### src/rtl/cpu_defs.sv
`default_nettype none
// ============================================================================
// Module   : cpu_defs (package)
// Purpose  : Shared CPU-wide constants: RoB tag width, number of result
//            producers on the common data bus, and producer identifiers.
// Revision : 1.0 - initial release
// ============================================================================
package cpu_defs;

    localparam int RoB_WIDTH = 3;
    localparam int NUM_REQ   = 3;

    // Width of the encoded producer id carried on the CDB
    localparam int SRC_W     = 2;

    localparam logic [SRC_W-1:0] SRC_ALU = 2'd0;
    localparam logic [SRC_W-1:0] SRC_LSB = 2'd1;
    localparam logic [SRC_W-1:0] SRC_BRU = 2'd2;

endpackage
`default_nettype wire

### src/rtl/rr_priority_picker.sv
`default_nettype none
// ============================================================================
// Module   : rr_priority_picker
// Purpose  : Combinational round-robin picker. Chooses the first asserted
//            request scanning from i_start upward, wrapping modulo N.
// Revision : 1.0 - initial release
// ============================================================================
module rr_priority_picker #(
    parameter int N  = 3,
    parameter int PW = 2
) (
    input  logic [N-1:0]  i_req,
    input  logic [PW-1:0] i_start,
    output logic [N-1:0]  o_grant,
    output logic [PW-1:0] o_winner,
    output logic          o_any
);

    logic [N-1:0] w_hi;

    // Prefer the lowest request at or above the start pointer; otherwise
    // wrap around and take the lowest request overall.
    always_comb begin
        w_hi     = '0;
        o_grant  = '0;
        o_winner = '0;
        o_any    = 1'b0;
        for (int j = 0; j < N; j++) begin
            w_hi[j] = i_req[j] && (j >= int'(i_start));
        end
        for (int j = N - 1; j >= 0; j--) begin
            if (i_req[j]) begin
                o_winner = PW'(j);
                o_any    = 1'b1;
            end
        end
        for (int j = N - 1; j >= 0; j--) begin
            if (w_hi[j]) begin
                o_winner = PW'(j);
            end
        end
        for (int j = 0; j < N; j++) begin
            o_grant[j] = o_any && (o_winner == PW'(j));
        end
    end

endmodule
`default_nettype wire

### src/rtl/cdb_arbiter.sv
`default_nettype none
// ============================================================================
// Module   : cdb_arbiter
// Purpose  : Common-data-bus arbiter. Each result producer owns a one-entry
//            holding slot; a round-robin picker selects one pending slot per
//            cycle and its tag/value are broadcast on a registered CDB.
// Revision : 1.0 - initial release
// ============================================================================
module cdb_arbiter #(
    parameter int RoB_WIDTH = cpu_defs::RoB_WIDTH,
    parameter int NUM_REQ   = cpu_defs::NUM_REQ
) (
    input  logic                         clk_in,
    input  logic                         rst_n_in,
    input  logic                         rdy_in,
    input  logic                         flush_signal,
    input  logic [NUM_REQ-1:0]           req_valid,
    input  logic [NUM_REQ*RoB_WIDTH-1:0] req_index,
    input  logic [NUM_REQ*32-1:0]        req_data,
    output logic [NUM_REQ-1:0]           req_ready,
    output logic                         cdb_en,
    output logic [RoB_WIDTH-1:0]         cdb_index,
    output logic [31:0]                  cdb_data,
    output logic [1:0]                   cdb_src
);

    import cpu_defs::*;

    localparam int PTR_W = (NUM_REQ > 1) ? $clog2(NUM_REQ) : 1;

    logic [NUM_REQ-1:0]   r_pend_valid;
    logic [RoB_WIDTH-1:0] r_pend_index [NUM_REQ];
    logic [31:0]          r_pend_data  [NUM_REQ];
    logic [PTR_W-1:0]     r_rr_ptr;

    logic [NUM_REQ-1:0]   w_grant;
    logic [PTR_W-1:0]     w_winner;
    logic                 w_any;
    logic                 w_run;
    logic [NUM_REQ-1:0]   w_xfer;
    logic [PTR_W-1:0]     w_next_ptr;

    rr_priority_picker #(
        .N  (NUM_REQ),
        .PW (PTR_W)
    ) u_picker (
        .i_req    (r_pend_valid),
        .i_start  (r_rr_ptr),
        .o_grant  (w_grant),
        .o_winner (w_winner),
        .o_any    (w_any)
    );

    // A slot accepts when running and either empty or being drained this cycle
    always_comb begin
        w_run      = rdy_in & ~flush_signal;
        req_ready  = {NUM_REQ{w_run}} & (~r_pend_valid | w_grant);
        w_xfer     = req_valid & req_ready;
        w_next_ptr = (int'(w_winner) == NUM_REQ - 1) ? '0 : w_winner + PTR_W'(1);
    end

    // Holding slots: reload wins over drain so a steady producer never bubbles
    always_ff @(posedge clk_in or negedge rst_n_in) begin
        if (!rst_n_in) begin
            r_pend_valid <= '0;
            for (int i = 0; i < NUM_REQ; i++) begin
                r_pend_index[i] <= '0;
                r_pend_data[i]  <= '0;
            end
        end else if (rdy_in) begin
            if (flush_signal) begin
                r_pend_valid <= '0;
            end else begin
                for (int i = 0; i < NUM_REQ; i++) begin
                    if (w_xfer[i]) begin
                        r_pend_valid[i] <= 1'b1;
                        r_pend_index[i] <= req_index[i*RoB_WIDTH +: RoB_WIDTH];
                        r_pend_data[i]  <= req_data[i*32 +: 32];
                    end else if (w_grant[i]) begin
                        r_pend_valid[i] <= 1'b0;
                    end
                end
            end
        end
    end

    // Registered broadcast and round-robin pointer; everything frozen when paused
    always_ff @(posedge clk_in or negedge rst_n_in) begin
        if (!rst_n_in) begin
            cdb_en    <= 1'b0;
            cdb_index <= '0;
            cdb_data  <= '0;
            cdb_src   <= '0;
            r_rr_ptr  <= '0;
        end else if (rdy_in) begin
            if (flush_signal) begin
                cdb_en   <= 1'b0;
                r_rr_ptr <= '0;
            end else if (w_any) begin
                cdb_en    <= 1'b1;
                cdb_index <= r_pend_index[w_winner];
                cdb_data  <= r_pend_data[w_winner];
                cdb_src   <= SRC_W'(w_winner);
                r_rr_ptr  <= w_next_ptr;
            end else begin
                cdb_en <= 1'b0;
            end
        end
    end

endmodule
`default_nettype wire

### config.mk
export PLATFORM = sky130hd
export DESIGN_NAME = cdb_arbiter
export DESIGN_NICKNAME = d
export VERILOG_FILES = /design/src/rtl/cpu_defs.sv /design/src/rtl/rr_priority_picker.sv /design/src/rtl/cdb_arbiter.sv
export SDC_FILE = /design/constraint.sdc
export NUM_CORES = 1
export LEC_CHECK = 0
export ABC_AREA = 1
export CAP_MARGIN = 20
export CELL_PAD_IN_SITES_DETAIL_PLACEMENT = 1
export CELL_PAD_IN_SITES_GLOBAL_PLACEMENT = 1
export CORE_UTILIZATION = 34
export CTS_CLUSTER_DIAMETER = 150
export CTS_CLUSTER_SIZE = 20
export DETAILED_ROUTE_END_ITERATION = 8
export GPL_TIMING_DRIVEN = 0
export PLACE_DENSITY_LB_ADDON = 0.1
export REMOVE_ABC_BUFFERS = 1
export SYNTH_ARGS = -nofsm -noshare
export SYNTH_HDL_FRONTEND = slang
export SYNTH_SLANG_ARGS = --single-unit
export TNS_END_PERCENT = 20
### constraint.sdc
create_clock -name clk_in -period 1.5 [get_ports clk_in]
set_clock_uncertainty 0.05 [all_clocks]
set_input_delay 0.3 -clock clk_in [delete_from_list [all_inputs] [get_ports clk_in]]
set_output_delay 0.3 -clock clk_in [all_outputs]
set_load 0.005 [all_outputs]
==> metrics.cfg, run 1 <==
[setup_path]
crit_path_start=r_pend_valid[1]
cp.required_ns=1.15
crit_buf_inv=3
path_depth=7
cp_slowest_cell=dfrtp_2
worst_setup_path_end_kind=primary output
slowest_delay_ns=0.43
rr_startpoint=r_pend_valid[1]
crit_arrival_ns=1.76
crit_chain=inv_4 -> nand2_1 -> nand2_2 -> nand3_4 -> a21oi_4 -> buf_12 -> buf_6
cp_max_fo=4
critPathKind=reg -> out
endpoint=req_ready[2]
startpoint_type=flip-flop
reg2reg_slack_ns=-0.55
worstRegToRegCells=10
cp_top_family=flip-flops
regToRegEndpoint=r_pend_data[56]

[die]
rows=50
die-area_um2=20100
core_area_um2=19000
io_pins=153
die_h_um=142
start_util_pct=35.1
die_w_um=142

[worst_hold_path]
holdCritPathClass=in -> reg

[placed_design]
placed_cells=1143
gp_congestion=0.771
dp_hpwl_um=13700
port-buffer-count=152

[sta]
hold_violations=0
post-route-period-util_pct=141
finalMaxSlewViolations=0
worstMarginPinSlew_ns=1.01
finalWorstSetupSlack_ns=-0.609
tns_ns=-59.16
layout_min_cycle_time_ns=2.11
max_freq_mhz=474
slew_headroom_pct=32.9
setup_violations=149
rsz0062_at_grt=true

[cells_and_area]
insertedDiodeCount=0
nNetsFinal=1103
area_growth_pct=55.0
drive_above_1_share_pct=21.1
final_cell_count_no_fill=1264

[yosys]
netlist_area_um2=6660
yosys_warnings=0
synthDistinctLibCells=26
ys_ff_latch=148
yosysSeqAreaShare_pct=55.6
synthCells=780
syn-mean-instance-area_um2=8.53

[global_route]
grt_usage_pct=29.4
grt_pass1_wl_um=42800
grt_max_degree=77
grt_pass1_vias=7247
overflow=0
grt_antenna_before_repair=1

[clock_network]
htreeDepth=4
clkLatencyLatePin_ns=0.44
cts_root_buffer=clkbuf_16
numCtsBuffers=17
cts_buffer_depth=2
clk_pin_slew_worst_paths_ns=0.06
cts_tree=built
cts.sinks=148

[drt]
vias=6890
drc=0
final_antenna_net_count=0
routed_wl_um=30300
wire_per_inst_um=24.0
via_per_inst=5.45
dr.pass1.iters=4
drt_iter0_drc=435

[pwr]
p_leak_nw=4.91
total_power_mw=21.2
peakVddDrop_v=0.00102
powerDensity_nw_per_um2=2060

[run_status]
violations=negative setup slack
status=finished with violations

[run]
max-cap-violations=0

[worst min path at each step]
| stage | from | to | slack, ns | cells past startpoint |
|---|---|---|---|---|
| after detailed placement | rst_n_in | r_pend_data[55] | 0.33 | 1 |
| after global routing | flush_signal | r_pend_valid[1] | 0.19 | 2 |
| after CTS | req_data[64] | r_pend_data[0] | 0.36 | 3 |
| final | flush_signal | r_pend_valid[1] | 0.19 | 2 |
| after global placement | r_pend_data[80] | r_pend_data[80] | 0.40 | 2 |
| after floorplan | rst_n_in | cdb_data[0] | -0.05 | 0 |
[metrics by stage]
| stage | hold WS [ns] | utilization, % | worst slack, ns | cell area (µm²) |
|---|---|---|---|---|
| 2_1_floorplan | -0.0456 | - | -1.26 | 6380 |
| 3_3_place_gp | 0.404 | 43.4 | -6.10 | 8230 |
| 3_5_place_dp | 0.331 | 43.8 | -2.49 | 8310 |
| 4_1_cts | 0.357 | 52.1 | -0.594 | 9870 |
| 5_1_grt | 0.189 | 54.4 | -0.652 | 10300 |
| 6_report | 0.186 | 54.4 | -0.609 | 10300 |
[synthesized netlist by cell type]
library cell	number	share of area [%]
nand2_4	2	0.34
nor2_4	1	0.17
nand3_4	3	0.79
buf_6	6	1.0
nand3_2	2	0.30
o21ai_1	1	0.075
nor2_1	30	1.7
a21oi_4	2	0.49
o21ai_0	4	0.30
nor2_2	2	0.19
nand3_1	106	8.0
nand2_1	318	18
buf_2	19	1.4
o221ai_1	1	0.13
a22oi_1	8	0.90
nand2_2	1	0.094
inv_2	5	0.28
buf_4	2	0.23
nand4_1	73	6.9
buf_1	1	0.056
inv_1	16	0.90
nand2_8	2	0.60
dfrtp_1	148	56
a21oi_1	1	0.075
o211ai_1	1	0.11
clkbuf_1	25	1.4
[per-layer routing]
layer  up-vias  part of all wire, %  track usage (%)  wire length (µm)
li1       3026                    -                -                 -
met1      3520                   42             36.8             12800
met2       271                   48             49.5             14600
met3        71                  6.5             6.58              1980
met4         2                  3.2             10.9               971
met5         -                0.043                0                13
[flip-flops by register name, summed over array words and instances (netlist names)]
register and cells:
r_pend_data 96, cdb_data 32, r_pend_index 9, cdb_index 3, r_pend_valid 3, cdb_src 2, r_rr_ptr 2, cdb_en 1
[power by group]
group | switching, mW | internal [mW] | leakage [nW]
registers | 1.23 | 5.83 | 1.84
clock network | 1.77 | 2.60 | 0.263
logic | 5.61 | 4.15 | 2.80
total | 8.61 | 12.6 | 4.91
[cell usage in the layout, fill, tap and decap left out, types with 10 or more instances in the layout]
cell / netlist / routed
nand2_1: 318 / 286
dfrtp_1: 148 / 144
clkdlybuf4s50_1: 0 / 105
nand3_1: 106 / 92
nand4_1: 73 / 73
dlygate4sd2_1: 0 / 38
buf_4: 2 / 36
nand2_2: 1 / 28
nor2_1: 30 / 28
clkbuf_16: 0 / 20
buf_6: 6 / 17
buf_12: 0 / 14
nand3_2: 2 / 13
nand3_4: 3 / 10
[cell families after synthesis]
logic type	after synthesis	synth area share (%)
and+or+nand+nor	540	36.9
DFF	148	55.6
buffers and inverters	74	5.32
AOI/OAI and AO/OA	18	2.09
[repair_timing]
action	4_1_cts	5_1_grt
hold endpoints to repair	72	0
buffers inserted	49	20
endpoints found under the setup margin	189	153
pin swaps	32	20
resized for setup	154	47
hold buffers	1	0
cloned	14	5
[worst register-to-register path: cells and delay by family, from the launching register on]
kind	cells	cell delay, ns
buffers and inverters	4	0.69
AOI/OAI and AO/OA	1	0.23
and+or+nand+nor	5	0.61
DFF	1	0.39
[final cells by class]
type                    instances  area, µm²
repair inverters                6       73.8
multi-input cells             566       3010
clock buffers                  19        433
fillers                      2131       8640
flip-flops and latches        148       3710
well taps                     260        325
inverters                      21        136
repair buffers                231       2470
clock inverters                13        160
No activity file was read; power rests on OpenSTA's default activity.
==> run 2: changes to the inputs <==
--- a/config.mk
+++ b/config.mk
@@ -5,16 +5,15 @@
 export SDC_FILE = /design/constraint.sdc
 export NUM_CORES = 1
 export LEC_CHECK = 0
-export ABC_AREA = 1
 export CAP_MARGIN = 20
 export CELL_PAD_IN_SITES_DETAIL_PLACEMENT = 1
 export CELL_PAD_IN_SITES_GLOBAL_PLACEMENT = 1
-export CORE_UTILIZATION = 34
+export CORE_UTILIZATION = 35
 export CTS_CLUSTER_DIAMETER = 150
 export CTS_CLUSTER_SIZE = 20
 export DETAILED_ROUTE_END_ITERATION = 8
 export GPL_TIMING_DRIVEN = 0
-export PLACE_DENSITY_LB_ADDON = 0.1
+export PLACE_DENSITY = 0.81
 export REMOVE_ABC_BUFFERS = 1
 export SYNTH_ARGS = -nofsm -noshare
 export SYNTH_HDL_FRONTEND = slang
==> metrics.cfg, run 2 <==
[yosys]
yosysSeqAreaShare_pct=61.6
synth_commonest_cells=dfrtp_1, mux2_2, a22oi_1, mux2_1
netlist_area_um2=6010
synthCells=429
syn-mean-instance-area_um2=14.0
yosysMostFrequentCell=dfrtp_1
synth_top_area_share_pct=61.6
synth_flop_cell=dfrtp_1
ys_ff_latch=148
synthDistinctLibCells=36
synth.top_cells.by_area=dfrtp_1, mux2_2, mux2_1
synth_edf_count=0
synth_top_area_cell=dfrtp_1
ys_async_sr_fraction_pct=100
yosys_warnings=0

[clock_network]
cts_root_buffer=clkbuf_16
clk_pin_slew_worst_paths_ns=0.06
numCtsBuffers=17
htreeDepth=4
cts_buffer_depth=2
cts.sinks=148
clkLatencyLatePin_ns=0.42
cts_tree=built

[setup_path]
cp_top_family=buffers and inverters
crit_arrival_ns=2.41
worst_setup_path_end_kind=flip-flop
slowest_delay_ns=0.45
crit_buf_inv=4
cp_slowest_cell=dfrtp_2
startpoint_type=flip-flop
cp_max_fo=5
crit_chain=and3b_2 -> o31ai_4 -> buf_6 -> buf_8 -> o211ai_4 -> buf_4 -> clkbuf_16 -> mux2_4
critPathKind=reg -> reg
cp.required_ns=1.75

[placed_design]
port-buffer-count=152
pre_cts_slack_ns=-1.77
place_area_um2=7940
gp_congestion=0.812
placed_cells=784
dp_hpwl_um=11300

[sta]
rsz0062_at_grt=true
post-route-period-util_pct=144
hold_violations=0
slew_headroom_pct=57.5
finalWorstSetupSlack_ns=-0.658
worstMarginPinSlew_ns=0.636
layout_min_cycle_time_ns=2.16
finalMaxSlewViolations=0
max_freq_mhz=463
tns_ns=-68.36
setup_violations=149

[cells_and_area]
fillers=1608
insertedDiodeCount=0
largest_register_ffs=96
largestRegisters=r_pend_data (96), cdb_data (32), r_pend_index (9)
final_common_cell=dfrtp_1
utilization_pct=55.6
final_cell_count_no_fill=852
largest_register=r_pend_data
mostFrequentLayoutCells=dfrtp_1, clkdlybuf4s50_1, mux2_4, dlygate4sd2_1, a22oi_1
drive_above_1_share_pct=31.8
fin_area_um2=9280
area_growth_pct=54.4
nNetsFinal=731

[drt]
routed_wl_um=19600
vias=4539
drt_iter0_drc=239
wire_per_inst_um=23.0
final_antenna_net_count=0
drc=0
via_per_inst=5.33
dr.pass1.iters=5

[global_route]
grt_antenna_before_repair=0
grt_usage_pct=23.1
grt_max_degree=75
grt_pass1_vias=5218
grt_pass1_wl_um=30600
overflow=0

[pwr]
powerDensity_nw_per_um2=1470
p_leak_nw=4.12
peakVddDrop_v=0.000816

[die]
start_util_pct=36.0
rows=47
die_w_um=133
die-area_um2=17700
core_area_um2=16700
die_h_um=133
io_pins=153

[run_status]
status=finished with violations
violations=negative setup slack

[worst_hold_path]
holdCritPathClass=in -> async

[run]
max-cap-violations=0

run 2: changes by cell type after synthesis, moves of 16 or more:
cell / change
a21oi_1: +16
a222oi_1: +16
a22oi_1: +30
mux2_1: +38
mux2_2: +67
nand2_1: -313
nand3_1: -106
nand4_1: -72
run 2: cell type report:
cell class / instances / area [µm²] / area share (%)
tap: 220 / 275 / 2.97
clock buffer: 24 / 482 / 5.19
timing repair buffer: 199 / 2100 / 22.6
sequential: 148 / 3710 / 40.0
clock inverter: 8 / 124 / 1.33
multi-input combinational: 248 / 2570 / 27.7
inverter: 5 / 21.3 / 0.229
run 2: worst paths after layout:
kind	startpoint	end	slack (ns)	cells after the start
worst min register to register	r_pend_data[48]	r_pend_data[48]	0.44	1
worst min-delay path	rst_n_in	r_pend_data[68]	0.20	2
max in group asynchronous	rst_n_in	r_pend_valid[1]	0.63	3
min in group clk_in	req_data[14]	r_pend_data[78]	0.43	2
worst max register to register	r_rr_ptr[1]	r_pend_data[76]	-0.66	8
worst max-delay path	r_rr_ptr[1]	r_pend_data[76]	-0.66	8
run 2: cells by family (layout without fill, tap and decap cells):
group / count (synthesis) / after routing / synth area share (%)
buf+inv: 33 / 236 / 2.67
flops: 148 / 148 / 61.6
simple gates: 34 / 34 / 2.71
compound gates: 109 / 109 / 13.3
mux: 105 / 105 / 19.7
run 2: worst register-to-register path: cells and delay by family (launching register included):
family	cells	cell delay, ns
AND/OR/NAND/NOR	1	0.24
multiplexers	1	0.30
AO/OA/AOI/OAI	2	0.42
flip-flops	1	0.45
buffers and inverters	4	0.60
run 2: what timing repair did:
| item | CTS | global route |
|---|---|---|
| gates resized for setup | 150 | 18 |
| setup buffers | 28 | 4 |
| hold buffers | 1 | 0 |
| cloned | 3 | 1 |
| pin swaps | 23 | 19 |
| endpoints found under the hold margin | 148 | 0 |
| endpoints found under the setup margin | 189 | 150 |
run 2: routing by layer:
layer | wire length (µm) | up-vias | share of wire (%) | global-route usage, %
met5 | 0 | - | 0 | 0
met4 | 510 | 0 | 2.6 | 8.81
met3 | 1060 | 36 | 5.4 | 5.36
li1 | - | 1979 | - | -
met1 | 8130 | 2360 | 41 | 28.7
met2 | 9910 | 164 | 51 | 39.2
run 2: through the flow:
| step | power [mW] | hold WS, ns |
|---|---|---|
| 2_1_floorplan | 6.99 | -0.0456 |
| 3_3_place_gp | 8.53 | 0.419 |
| 3_5_place_dp | 8.88 | 0.0496 |
| 4_1_cts | 13.6 | 0.174 |
| 5_1_grt | 14.3 | 0.180 |
| 6_report | 13.6 | 0.197 |
run 2: power by group:
group	leakage (nW)	switching [mW]	internal, mW
registers	1.77	0.656	5.08
logic	2.06	1.38	2.14
clock network	0.290	1.61	2.75
total	4.12	3.66	9.97
